**src/rtl/carregador_programa_if.sv**
```systemverilog
// carregador_programa_if: byte-source handshake plus instruction-memory load bus.
interface carregador_programa_if #(parameter int unsigned ADDR_W = 16);
  logic rx_valid, rx_ready, mem_wr, cpu_resetn, done, erro;
  logic [7:0] rx_data;
  logic [15:0] mem_in;
  logic [ADDR_W-1:0] endereco_ext;
  modport master (output rx_valid, rx_data, input rx_ready, mem_wr, mem_in, endereco_ext, cpu_resetn, done, erro);
  modport slave (input rx_valid, rx_data, output rx_ready, mem_wr, mem_in, endereco_ext, cpu_resetn, done, erro);
endinterface

```
**src/rtl/carregador_programa.sv**
```systemverilog
// carregador_programa: framed byte-stream loader writing 16-bit words into instruction memory.
// Define CARREGADOR_CHECKSUM_EN to append and verify a running-XOR checksum byte.
module carregador_programa #(
  parameter logic [7:0] SYNC_BYTE = 8'hA5,
  parameter int unsigned ADDR_W = 16
) (
  input logic clock,
  input logic reset,
  carregador_programa_if.slave bus
);
  typedef enum logic [3:0] {SYNC, ADDR_H, ADDR_L, CNT_H, CNT_L, DATA_H, DATA_L, WRITE, CHK, FIN} state_t;
`ifdef CARREGADOR_CHECKSUM_EN
  localparam state_t END_S = CHK;
`else
  localparam state_t END_S = FIN;
`endif
  localparam logic FIN_NEXT = (END_S == FIN);
  state_t state_q;
  logic rdy_q, wr_q, rstn_q, done_q, hs;
  logic [7:0] hi_q;
  logic [15:0] din_q;
  logic [ADDR_W-1:0] addr_q, cnt_q, end_q, addr_d, cnt_d;
  assign hs = bus.rx_valid && rdy_q;
  assign addr_d = ADDR_W'({addr_q[7:0], bus.rx_data});
  assign cnt_d = ADDR_W'({cnt_q[7:0], bus.rx_data});
`ifdef CARREGADOR_CHECKSUM_EN
  logic [7:0] chk_q;
  logic erro_q;
  // Running XOR restarts on every byte seen in SYNC; erro clears only on a new frame start.
  always_ff @(posedge clock or posedge reset)
    if (reset) begin
      chk_q <= '0;
      erro_q <= 1'b0;
    end else if (hs) begin
      chk_q <= state_q == SYNC ? 8'h00 : chk_q ^ bus.rx_data;
      erro_q <= state_q == SYNC ? (bus.rx_data == SYNC_BYTE ? 1'b0 : erro_q)
              : (state_q == CHK && bus.rx_data != chk_q) ? 1'b1 : erro_q;
    end
  assign bus.erro = erro_q;
`else
  assign bus.erro = 1'b0;
`endif
  always_ff @(posedge clock or posedge reset)
    if (reset) begin
      state_q <= SYNC;
      rdy_q <= 1'b1;
      wr_q <= 1'b0;
      rstn_q <= 1'b0;
      done_q <= 1'b0;
      hi_q <= '0;
      din_q <= '0;
      addr_q <= '0;
      cnt_q <= '0;
      end_q <= '0;
    end else begin
      done_q <= 1'b0;
      wr_q <= 1'b0;
      case (state_q)
        SYNC: if (hs && bus.rx_data == SYNC_BYTE) begin
          state_q <= ADDR_H;
          rstn_q <= 1'b0;
        end
        ADDR_H: if (hs) begin
          addr_q <= ADDR_W'(bus.rx_data);
          state_q <= ADDR_L;
        end
        ADDR_L: if (hs) begin
          addr_q <= addr_d;
          state_q <= CNT_H;
        end
        CNT_H: if (hs) begin
          cnt_q <= ADDR_W'(bus.rx_data);
          state_q <= CNT_L;
        end
        CNT_L: if (hs) begin
          cnt_q <= cnt_d;
          state_q <= cnt_d == '0 ? END_S : DATA_H;
          rdy_q <= cnt_d != '0 || !FIN_NEXT;
          done_q <= cnt_d == '0 && FIN_NEXT;
          rstn_q <= cnt_d == '0 && FIN_NEXT;
        end
        DATA_H: if (hs) begin
          hi_q <= bus.rx_data;
          state_q <= DATA_L;
        end
        DATA_L: if (hs) begin
          din_q <= {hi_q, bus.rx_data};
          end_q <= addr_q;
          wr_q <= 1'b1;
          rdy_q <= 1'b0;
          state_q <= WRITE;
        end
        WRITE: begin
          addr_q <= addr_q + 1'b1;
          cnt_q <= cnt_q - 1'b1;
          state_q <= cnt_q == ADDR_W'(1) ? END_S : DATA_H;
          rdy_q <= cnt_q != ADDR_W'(1) || !FIN_NEXT;
          done_q <= cnt_q == ADDR_W'(1) && FIN_NEXT;
          rstn_q <= cnt_q == ADDR_W'(1) && FIN_NEXT;
        end
`ifdef CARREGADOR_CHECKSUM_EN
        CHK: if (hs) begin
          state_q <= bus.rx_data == chk_q ? FIN : SYNC;
          rdy_q <= bus.rx_data != chk_q;
          done_q <= bus.rx_data == chk_q;
          rstn_q <= bus.rx_data == chk_q;
        end
`endif
        default: begin
          state_q <= SYNC;
          rdy_q <= 1'b1;
        end
      endcase
    end
  assign bus.rx_ready = rdy_q;
  assign bus.mem_wr = wr_q;
  assign bus.mem_in = din_q;
  assign bus.endereco_ext = end_q;
  assign bus.cpu_resetn = rstn_q;
  assign bus.done = done_q;
endmodule

```
**src/flat_wrapper.sv**
```systemverilog
// flat-port wrapper written by rule: the top's interface ports become plain ports
module carregador_programa_flat 
#(
  parameter logic [7:0] SYNC_BYTE = 8'hA5,
  parameter int unsigned ADDR_W = 16
)
  (clock, reset, bus_rx_valid, bus_rx_data, bus_rx_ready, bus_mem_wr, bus_mem_in, bus_endereco_ext, bus_cpu_resetn, bus_done, bus_erro);
  carregador_programa_if #(.ADDR_W(ADDR_W)) bus_i ();
  input logic clock;
  input logic reset;
  input wire logic [$bits(bus_i.rx_valid)-1:0] bus_rx_valid;
  input wire logic [$bits(bus_i.rx_data)-1:0] bus_rx_data;
  output wire logic [$bits(bus_i.rx_ready)-1:0] bus_rx_ready;
  output wire logic [$bits(bus_i.mem_wr)-1:0] bus_mem_wr;
  output wire logic [$bits(bus_i.mem_in)-1:0] bus_mem_in;
  output wire logic [$bits(bus_i.endereco_ext)-1:0] bus_endereco_ext;
  output wire logic [$bits(bus_i.cpu_resetn)-1:0] bus_cpu_resetn;
  output wire logic [$bits(bus_i.done)-1:0] bus_done;
  output wire logic [$bits(bus_i.erro)-1:0] bus_erro;
  assign bus_i.rx_valid = bus_rx_valid;
  assign bus_i.rx_data = bus_rx_data;
  assign bus_rx_ready = bus_i.rx_ready;
  assign bus_mem_wr = bus_i.mem_wr;
  assign bus_mem_in = bus_i.mem_in;
  assign bus_endereco_ext = bus_i.endereco_ext;
  assign bus_cpu_resetn = bus_i.cpu_resetn;
  assign bus_done = bus_i.done;
  assign bus_erro = bus_i.erro;
  carregador_programa #(.SYNC_BYTE(SYNC_BYTE), .ADDR_W(ADDR_W)) u_core (.clock(clock), .reset(reset), .bus(bus_i));
endmodule
```
**config.mk**
```make
export PLATFORM = sky130hd
export DESIGN_NAME = carregador_programa_flat
export DESIGN_NICKNAME = d
export VERILOG_FILES = /design/src/rtl/carregador_programa_if.sv /design/src/rtl/carregador_programa.sv /design/src/flat_wrapper.sv
export SDC_FILE = /design/constraint.sdc
export NUM_CORES = 1
export LEC_CHECK = 0
export CAP_MARGIN = 20
export CORE_MARGIN = 8
export CORE_UTILIZATION = 50
export DETAILED_ROUTE_END_ITERATION = 6
export HOLD_SLACK_MARGIN = 0.03
export PLACE_DENSITY = 0.86
export SYNTH_ARGS = -nofsm -noshare
export SYNTH_HDL_FRONTEND = slang
export SYNTH_SLANG_ARGS = --single-unit
```
**constraint.sdc**
```tcl
create_clock -name clock -period 2.55 [get_ports clock]
set_input_delay 0.51 -clock clock [delete_from_list [all_inputs] [get_ports clock]]
set_output_delay 0.51 -clock clock [all_outputs]
set_load 0.02 [all_outputs]
```
==> run metrics <==
synth unique cells=51; initial DRC count=426; initial core utilization=51.8%; RSZ-0062 raised after global routing=false; Via Count=3498; Seq/Total Area, Yosys=50.0%; max_cap viols=0; Top cell by count, worst path=or2_1; fin crit period=2370 ps; clock transition at the registers of the reported paths=80 ps; Critical Path Source Type=primary input; chip height=106 um; # hold bufs at CTS=0; Final Setup Violations=0; Most used DFF post-synth=dfrtp_1; routed len/inst=18.1 um; std cell rows=32; placed cells=545; clock sinks=80; Antenna Nets Post-Route=0; DRT Pass-1 Iters=5; CTS Buf Count=9; Routed WL=10100 um; kind of critical path=primary input to flop; Final Util=63.2%; FFs w/ async S/R, synth=100%; CP max stage delay=just under 600 ps; Clock Skew=10.8 ps; synth top area cells=dfrtp_1 49%, mux2_2 9.0%, a21oi_1 4.7%, o21ai_0 3.9%, nand2_1 3.5%; number of synthesized register bits=80; Total Nets Final=469; CTS tree=built; Worst R2R Start=u_core.state_q[0]$_DFFE_PP0P_; layout cells sized above 1=between 10% and 20%; FF-to-FF setup slack=380 ps; Ys Warns=0; Residual DRC=0; die area=approximately 11000 um^2; Tcrit/Tclk final=92.9%; gr ovfl total=0; P&R area growth vs syn=21.9%; static leakage=around 0.0021 uW; reg2reg end=u_core.state_q[2]$_DFFE_PP0P_; Max-slew headroom=59.6%; Syn Inst Count=397; Die X=~110 um; Skew-Pair Late Insertion Delay=roughly 350 ps; total track usage=18.2%; Worst EP required=2790 ps; Slowest cell on crit path=or4_1; fmax=0.422 GHz; via density per instance=6.26; status=finished clean; Finished Layout Cells=559; H-tree depth=3; Post-Syn Area=~4000 um^2; PwrDens=roughly 1200 nW/um^2; Final Hold Viols=0; Synth area leader=dfrtp_1; # resized after CTS=0; CTS root buf=clkbuf_8; highest-count cells in the layout ignoring fill and taps=79 x dfrtp_1, 46 x clkdlybuf4s50_1, 38 x a21oi_1; Slew @ Worst Pin=about 600 ps; maximum VDD drop=about 0.73 mV; maximum clock path buffer count=2; input/output buffers=46; CP Cell Sequence=clkdlybuf4s50_1, or4_1, or2_1, o211a_1, or2_1, mux2_1; worst-path fanout max=2; Post-synth EDFFs=0; GPL Wtd Cong=0.869; Net Count, Synth=412; worst hold slack=approximately 400 ps; cells on worst reg2reg path=6; CP Capture Type=flop; max-slew violation count=0; vias in the first global route=3339; antenna violations before repair=0; synthesized area per cell=10.1 um^2; # diodes=0; Arr. time, crit path=2610 ps; postcts setup bufs=0; area fraction of the dominant cell type after synthesis=around half; worst min-delay path category=primary input to async pin; Tot Pwr=between 5000 and 6000 uW; pin count of the biggest net entering global routing=between 40 and 50; detailed placement HPWL=6890 um; Core ar.=7730 um^2; leading cell type in the layout, fill and taps excluded=dfrtp_1; IO Count=between 40 and 50; global-route wire length before repair=between 15000 and 20000 um
-- where the power goes --
| part | switching (uW) | total, uW | internal, uW |
|---|---|---|---|
| clock network | 469 | 1110 | 643 |
| logic | 1380 | 2520 | 1140 |
| registers | 578 | 2370 | 1790 |
| total | 2430 | 6000 | 3570 |
-- layer usage --
| metal | GRT usage (%) | up-vias | share of wire [%] |
|---|---|---|---|
| met5 | 0 | - | 0 |
| met4 | 8.54 | 0 | 2.2 |
| met3 | 2.68 | 24 | 5.9 |
| met2 | 29.0 | 170 | 48 |
| met1 | 24.0 | 1730 | 44 |
| li1 | - | 1574 | - |
-- flip-flops by register name, summed over array words and instances, names as in the netlist --
signal	flops
u_core.bus.endereco_ext	16
u_core.bus.mem_wr	1
u_core.bus.rx_ready	1
u_core.bus.cpu_resetn	1
u_core.cnt_q	16
u_core.hi_q	8
u_core.bus.mem_in	16
u_core.addr_q	16
u_core.bus.done	1
u_core.state_q	4
-- how the worst max path moves through the flow --
stage,slack (ps),start,end,cells after the start
detailed placement,-170,bus_rx_data[3],u_core.state_q[0]$_DFFE_PP0P_,6
floorplan,390,bus_rx_data[1],u_core.state_q[0]$_DFFE_PP0P_,5
global route,120,bus_rx_data[3],u_core.state_q[0]$_DFFE_PP0P_,6
CTS,190,bus_rx_data[3],u_core.state_q[0]$_DFFE_PP0P_,6
global placement,-160,bus_rx_data[3],u_core.state_q[0]$_DFFE_PP0P_,6
finish,180,bus_rx_data[3],u_core.state_q[0]$_DFFE_PP0P_,6
-- critical path: cells and delay by family --
family	cells	cell delay, ps
compound gates	1	240
buf+inv	1	440
mux	1	320
simple gates	3	1100
-- synth_stat cells (all sizes together), types with 3 or more instances --
cell	count
dfrtp	79
mux2	42
o21ai	39
a21oi	38
nand2	37
nor2	28
clkbuf	18
nor3	14
nand3	10
nor4	8
and3	7
inv	7
nand4	6
a22oi	5
o32ai	5
a32oi	4
buf	4
ha	4
a31oi	3
o22ai	3
o31ai	3
-- logic make-up (layout without fill, tap and decap cells) --
group | after synthesis | after routing | share of synthesized area, %
buf+inv | 29 | 89 | 4.16
compound gates | 113 | 113 | 16.7
xor+xnor | 1 | 1 | 0.219
simple gates | 127 | 127 | 15.8
other cells | 1 | 1 | 0.0936
fa+ha+maj | 4 | 4 | 1.25
flops | 80 | 80 | 50.0
mux | 42 | 42 | 11.8
-- stage by stage --
stage,setup TNS [ps],instance area [um^2],setup slack (ps)
2_1_floorplan,0,4010,388
3_3_place_gp,-328,4650,-159
3_5_place_dp,-363,4650,-170
4_1_cts,0,4880,191
5_1_grt,0,4880,124
6_report,0,4880,181
-- final cells by class --
cell class	count	area, um^2
inverter	7	30.0
tap	102	128
sequential	80	2000
multi-input combinational	288	1840
fill	578	2850
timing repair buffer	68	651
clock buffer	9	124
clock inverter	5	106
(Power assumes the default switching activity.)
